File: src/rtl/usr_io_bridge.sv
// rtl/usr_io_bridge.sv - board/debug user I/O conditioning bridge (sync, mux, debounce, press pulse, LED regs)
//
// Purpose: synchronizes raw key/switch inputs from either the board pins or the
// debug tool, debounces them, generates one-cycle key press pulses and registers
// LED requests towards the pins and the debug-tool mirror.
//
// Ports:
//   fpga_clk_50            sole clock
//   rst                    asynchronous active-high reset
//   src_sel                input source select (0 = board pins, 1 = debug tool)
//   board_key_i/board_sw_i raw board keys (active-low) / switches
//   dbg_key_i/dbg_sw_i     debug-tool keys / switches
//   usr_key_o/usr_sw_o     conditioned keys / switches
//   key_press_o            one-cycle pulse per key press (stable 1->0)
//   usr_led_i              LED request from the student module
//   led_o/dbg_led_o        registered LED drive / debug mirror
//
// Configuration macro: USR_IO_DEBOUNCE_EN
//   defined   - per-channel debounce counters, pin-to-output latency 2 + DEB_CYCLES
//   undefined - no counters, stable registers follow the sample, latency 3
module usr_io_bridge #(
   parameter int N_KEY      = 3,
   parameter int N_SW       = 3,
   parameter int N_LED      = 10,
   parameter int DEB_CYCLES = 500000
) (
   input  logic             fpga_clk_50,
   input  logic             rst,
   input  logic             src_sel,
   input  logic [N_KEY-1:0] board_key_i,
   input  logic [N_SW-1:0]  board_sw_i,
   input  logic [N_KEY-1:0] dbg_key_i,
   input  logic [N_SW-1:0]  dbg_sw_i,
   output logic [N_KEY-1:0] usr_key_o,
   output logic [N_SW-1:0]  usr_sw_o,
   output logic [N_KEY-1:0] key_press_o,
   input  logic [N_LED-1:0] usr_led_i,
   output logic [N_LED-1:0] led_o,
   output logic [N_LED-1:0] dbg_led_o
);

   // Keys and switches are handled as one vector: keys in the low bits.
   localparam int NI = N_KEY + N_SW;
   localparam logic [NI-1:0] IN_RST = {{N_SW{1'b0}}, {N_KEY{1'b1}}};

   if (DEB_CYCLES < 2 || DEB_CYCLES > (1 << 24)) begin : g_bad_deb
      $error("usr_io_bridge: DEB_CYCLES out of range 2..2^24");
   end

   logic              sel_s1_q, sel_s1_d, sel_s2_q, sel_s2_d;
   logic [NI-1:0]     brd_s1_q, brd_s1_d, brd_s2_q, brd_s2_d;
   logic [NI-1:0]     dbg_s1_q, dbg_s1_d, dbg_s2_q, dbg_s2_d;
   logic [NI-1:0]     st_q, st_d;
   logic [N_KEY-1:0]  key_prev_q, key_prev_d;
   logic [N_KEY-1:0]  press_q, press_d;
   logic [N_LED-1:0]  led_q, led_d;
   logic [NI-1:0]     sample;

`ifdef USR_IO_DEBOUNCE_EN
   localparam int CW = $clog2(DEB_CYCLES);
   localparam logic [CW-1:0] CNT_LAST = CW'(DEB_CYCLES - 1);
   logic [CW-1:0]     cnt_q [NI];
   logic [CW-1:0]     cnt_d [NI];
   logic              sel_chg;
`endif

   always_comb begin
      sel_s1_d   = src_sel;
      sel_s2_d   = sel_s1_q;
      brd_s1_d   = {board_sw_i, board_key_i};
      brd_s2_d   = brd_s1_q;
      dbg_s1_d   = {dbg_sw_i, dbg_key_i};
      dbg_s2_d   = dbg_s1_q;
      sample     = sel_s2_q ? dbg_s2_q : brd_s2_q;
      st_d       = st_q;
      key_prev_d = st_q[N_KEY-1:0];
      // prev still holds the old stable value in the cycle after the fall,
      // so the registered pulse lands one cycle after usr_key_o drops.
      press_d    = key_prev_q & ~st_q[N_KEY-1:0];
      led_d      = usr_led_i;
`ifdef USR_IO_DEBOUNCE_EN
      // True in the cycle whose closing edge updates the synchronized select,
      // so every window restarts together with the source swap.
      sel_chg    = sel_s1_q ^ sel_s2_q;
      for (int i = 0; i < NI; i++) begin
         cnt_d[i] = cnt_q[i];
         if (sel_chg || (sample[i] == st_q[i])) begin
            cnt_d[i] = '0;
         end else if (cnt_q[i] == CNT_LAST) begin
            st_d[i]  = sample[i];
            cnt_d[i] = '0;
         end else begin
            cnt_d[i] = cnt_q[i] + CW'(1);
         end
      end
`else
      st_d       = sample;
`endif
   end

   always_ff @(posedge fpga_clk_50 or posedge rst) begin
      if (rst) begin
         sel_s1_q   <= 1'b0;
         sel_s2_q   <= 1'b0;
         brd_s1_q   <= IN_RST;
         brd_s2_q   <= IN_RST;
         dbg_s1_q   <= IN_RST;
         dbg_s2_q   <= IN_RST;
         st_q       <= IN_RST;
         key_prev_q <= {N_KEY{1'b1}};
         press_q    <= '0;
         led_q      <= '0;
`ifdef USR_IO_DEBOUNCE_EN
         for (int i = 0; i < NI; i++) cnt_q[i] <= '0;
`endif
      end else begin
         sel_s1_q   <= sel_s1_d;
         sel_s2_q   <= sel_s2_d;
         brd_s1_q   <= brd_s1_d;
         brd_s2_q   <= brd_s2_d;
         dbg_s1_q   <= dbg_s1_d;
         dbg_s2_q   <= dbg_s2_d;
         st_q       <= st_d;
         key_prev_q <= key_prev_d;
         press_q    <= press_d;
         led_q      <= led_d;
`ifdef USR_IO_DEBOUNCE_EN
         for (int i = 0; i < NI; i++) cnt_q[i] <= cnt_d[i];
`endif
      end
   end

   assign usr_key_o   = st_q[N_KEY-1:0];
   assign usr_sw_o    = st_q[NI-1:N_KEY];
   assign key_press_o = press_q;
   assign led_o       = led_q;
   assign dbg_led_o   = led_q;

endmodule

File: config.mk
export PLATFORM = sky130hd
export DESIGN_NAME = usr_io_bridge
export DESIGN_NICKNAME = d
export VERILOG_FILES = /design/src/rtl/usr_io_bridge.sv
export SDC_FILE = /design/constraint.sdc
export NUM_CORES = 1
export LEC_CHECK = 0
export ABC_CLOCK_PERIOD_IN_PS = 1940
export CAP_MARGIN = 10
export CORE_UTILIZATION = 44
export CTS_BUF_LIST = sky130_fd_sc_hd__clkbuf_4 sky130_fd_sc_hd__clkbuf_8
export CTS_CLUSTER_DIAMETER = 60
export DETAILED_ROUTE_END_ITERATION = 16
export PLACE_DENSITY = 0.78
export REMOVE_ABC_BUFFERS = 1
export SLEW_MARGIN = 40
export SYNTH_ARGS = -nofsm -noshare
export SYNTH_HDL_FRONTEND = slang
export SYNTH_SLANG_ARGS = --single-unit
File: constraint.sdc
create_clock -name fpga_clk_50 -period 1.94 [get_ports fpga_clk_50]
set_clock_uncertainty 0.1 [all_clocks]
set_input_delay 0.388 -clock fpga_clk_50 [delete_from_list [all_inputs] [get_ports fpga_clk_50]]
set_output_delay 0.388 -clock fpga_clk_50 [all_outputs]
set_load 0.01 [all_outputs]
==> out/results.md <==
| Parameter | Reported | Unit |
|---|---|---|
| Result of the run | completed | - |
| Number of nets in the final layout | 144 | - |
| Clock sink count | 48 | - |
| Leading cell types in the layout, fill and taps excluded | sky130_fd_sc_hd__clkdlybuf4s50_1 (50), sky130_fd_sc_hd__dfrtp_1 (30), sky130_fd_sc_hd__dfstp_2 (18), sky130_fd_sc_hd__mux2_4 (6), sky130_fd_sc_hd__clkbuf_4 (5) | - |
| Leak pwr | 0.853 | nW |
| Area of the placeable core | 3050 | um^2 |
| Critical path fanouts, max | 2 | - |
| Overall overflow remaining after global route | 0 | - |
| Total power | 1.75 | mW |
| Final Critical Period | 1.77 | ns |
| Global routing usage summed across all routing layers | 13.1 | % |
| Period Utilization, post-route | 91.2 | % |
| Clock tree from TritonCTS | yes | - |
| Average size of a mapped cell | 20.6 | um^2 |
| Vias in the first global route | 674 | - |
| Number of antenna violations at the first check in global routing | 0 | - |
| Count of vias placed by the detailed router | 656 | - |
| Area contributors post-synth | sky130_fd_sc_hd__dfrtp_1 (53%), sky130_fd_sc_hd__dfstp_2 (33%), sky130_fd_sc_hd__mux2_4 (6.3%) | - |
| Max cap viols | 0 | - |
| Count of endpoints failing setup in the final report | 0 | - |
| Dominant delay contributor by cell family on the critical path | buffers and inverters | - |
| Hold WC Path Type | primary input to async pin | - |
| Final hold vios | 0 | - |
| Worst max-slew margin expressed relative to the limit | 76.5 | % |
| Util after Layout | 65.7 | % |
| TNS Setup | 0 | ns |
| Worst-case vdd ir drop | 0.000585 | V |
| Drt wl/cell | 11.4 | um |
| Data arrival time at the worst-slack endpoint | 1.28 | ns |
| Commonest non-fill, non-tap cell in the layout | sky130_fd_sc_hd__clkdlybuf4s50_1 | - |
| Final HPWL DP | 1410 | um |
| Start-to-end type of the worst setup path | register to output port | - |
| YS warnings | 0 | - |
| Proportion of layout cells with a drive suffix above 1 | 28.3 | % |
| Delay contributed by the slowest stage of the critical path | 0.55 | ns |
| Number of buffers on the longest clock path | 2 | - |
| DR vias/cell | 4.00 | - |
| Wire length of the first global-routing pass | 3040 | um |
| Synthesis-stage register bit count | 48 | - |
| Library cell occupying the most area in the post-synthesis netlist | sky130_fd_sc_hd__dfrtp_1 | - |
| Count of unique library cells instantiated by Yosys | 7 | - |
| Count of placed standard cells including taps | 156 | - |
| Overall routed net length | 1870 | um |
| Max frequency | 565 | MHz |
| Post-synth top area share | 52.8 | % |
| Post-Synthesis Cell Area | 1420 | um^2 |
| Data required time at the worst endpoint | 1.45 | ns |
| Iteration-0 DRC count of the detailed router | 13 | - |
| DIE WIDTH | 58.9 | um |
| CP bufs+invs | 1 | - |
| Initial cell density of the core | 46.6 | % |
| Post CTS Setup Buffer Count | 0 | - |
| Worst-margin pin slew | 0.353 | ns |
| Fraction of the yosys area taken by sequential cells | 86.0 | % |
| Io pins | 54 | - |
| Die Area | 3460 | um^2 |
| Power density over the cells | 871 | nW/um^2 |
| Clock-pin slew on the worst setup and hold paths | 0.13 | ns |
| Detailed-router iteration count before antenna repair | 2 | - |
| CTS Root Buffer Type | sky130_fd_sc_hd__clkbuf_4 | - |
| RePlAce Congestion | 0.658 | - |
| Number of instances in the synthesized netlist | 69 | - |
| Row cnt | 20 | - |
| I/O Buffers | 53 | - |
| Critical path capture point type | output port | - |
| Number of buffers created by CTS | 5 | - |
| Non-filler cells in the finished layout | 164 | - |
| Slowest library cell on the worst path | sky130_fd_sc_hd__clkdlybuf4s50_1 | - |
| Count of inserted antenna diode cells | 0 | - |
| Total DRC errors in the routed layout | 0 | - |
| Post_cts resized | 3 | - |
| Hold_ws | 0.213 | ns |
| Cells along the critical path | clkdlybuf4s50_1 | - |
| Hold bufs inserted after CTS | 0 | - |
| Worst-Skew Late Latency | 0.36 | ns |
| Largest net degree at the start of global routing | 33 | - |
| Antenna violation net count after detailed routing | 0 | - |
| Area growth, synth to finish | 40.9 | % |
| Die Span Y | 58.9 | um |
| CTS HTree Levels | 2 | - |
| Startpoint type of the worst setup path | register | - |
| Setup repair after global routing missed its margin | no | - |
| Number of slew-limit violations in the final report | 0 | - |
flip-flops by register name (all words and copies together) (netlist names):
name	count
sel_s2_q	1
dbg_s1_q	6
dbg_led_o	10
dbg_s2_q	6
key_press_o	3
key_prev_q	3
brd_s1_q	6
st_q	6
sel_s1_q	1
brd_s2_q	6
power breakdown:
group          internal, mW  switching [mW]
sequential             1.07          0.0221
combinational         0.118          0.0590
clock                 0.176           0.297
worst paths after layout:
kind / from / slack (ns) / cells past startpoint / to
setup / recovery: dbg_led_o[4]$_DFF_PP0_ / 0.17 / 1 / led_o[4]
hold / removal: rst / 0.21 / 2 / dbg_led_o[0]$_DFF_PP0_
setup reg to reg: sel_s2_q$_DFF_PP0_ / 0.85 / 1 / st_q[3]$_DFF_PP0_
hold reg to reg: dbg_s1_q[3]$_DFF_PP0_ / 0.26 / 0 / dbg_s2_q[3]$_DFF_PP0_
max in group asynchronous: rst / 0.99 / 3 / dbg_s1_q[1]$_DFF_PP1_
min in group fpga_clk_50: dbg_s1_q[3]$_DFF_PP0_ / 0.26 / 0 / dbg_s2_q[3]$_DFF_PP0_
area by class of cell:
type,instances,area [um^2]
Clock inverter,2,15.0
Multi-Input combinational cell,9,109
Tap cell,44,55.1
Clock buffer,6,51.3
Timing Repair Buffer,54,547
Inverter,1,3.75
Fill cell,233,1050
Sequential cell,48,1220
metrics by stage:
stage               cell area (um^2)  worst slack (ns)
floorplan                       1340             0.337
global placement                1940             0.399
detailed placement              1940             0.393
CTS                             2000             0.121
global route                    2000            0.0802
finish                          2000             0.170
cells in the mapped netlist, drive strengths merged:
cell type and count:
nor2b 3, mux2 6, buf 11, dfrtp 30, dfstp 18, inv 1
cell families after synthesis:
group | count (synthesis) | synth area share (%)
flops | 48 | 86.0
buf+inv | 12 | 6.33
mux | 6 | 6.33
simple gates | 3 | 1.32
metal layers:
metal | track usage, % | routed length [um] | up-vias
met5 | 0 | 0 | -
met3 | 5.93 | 103 | 5
met4 | 8.16 | 43 | 0
li1 | - | - | 302
met2 | 21.8 | 1030 | 26
met1 | 13.3 | 688 | 323
Power figures use the tool's default switching activity.
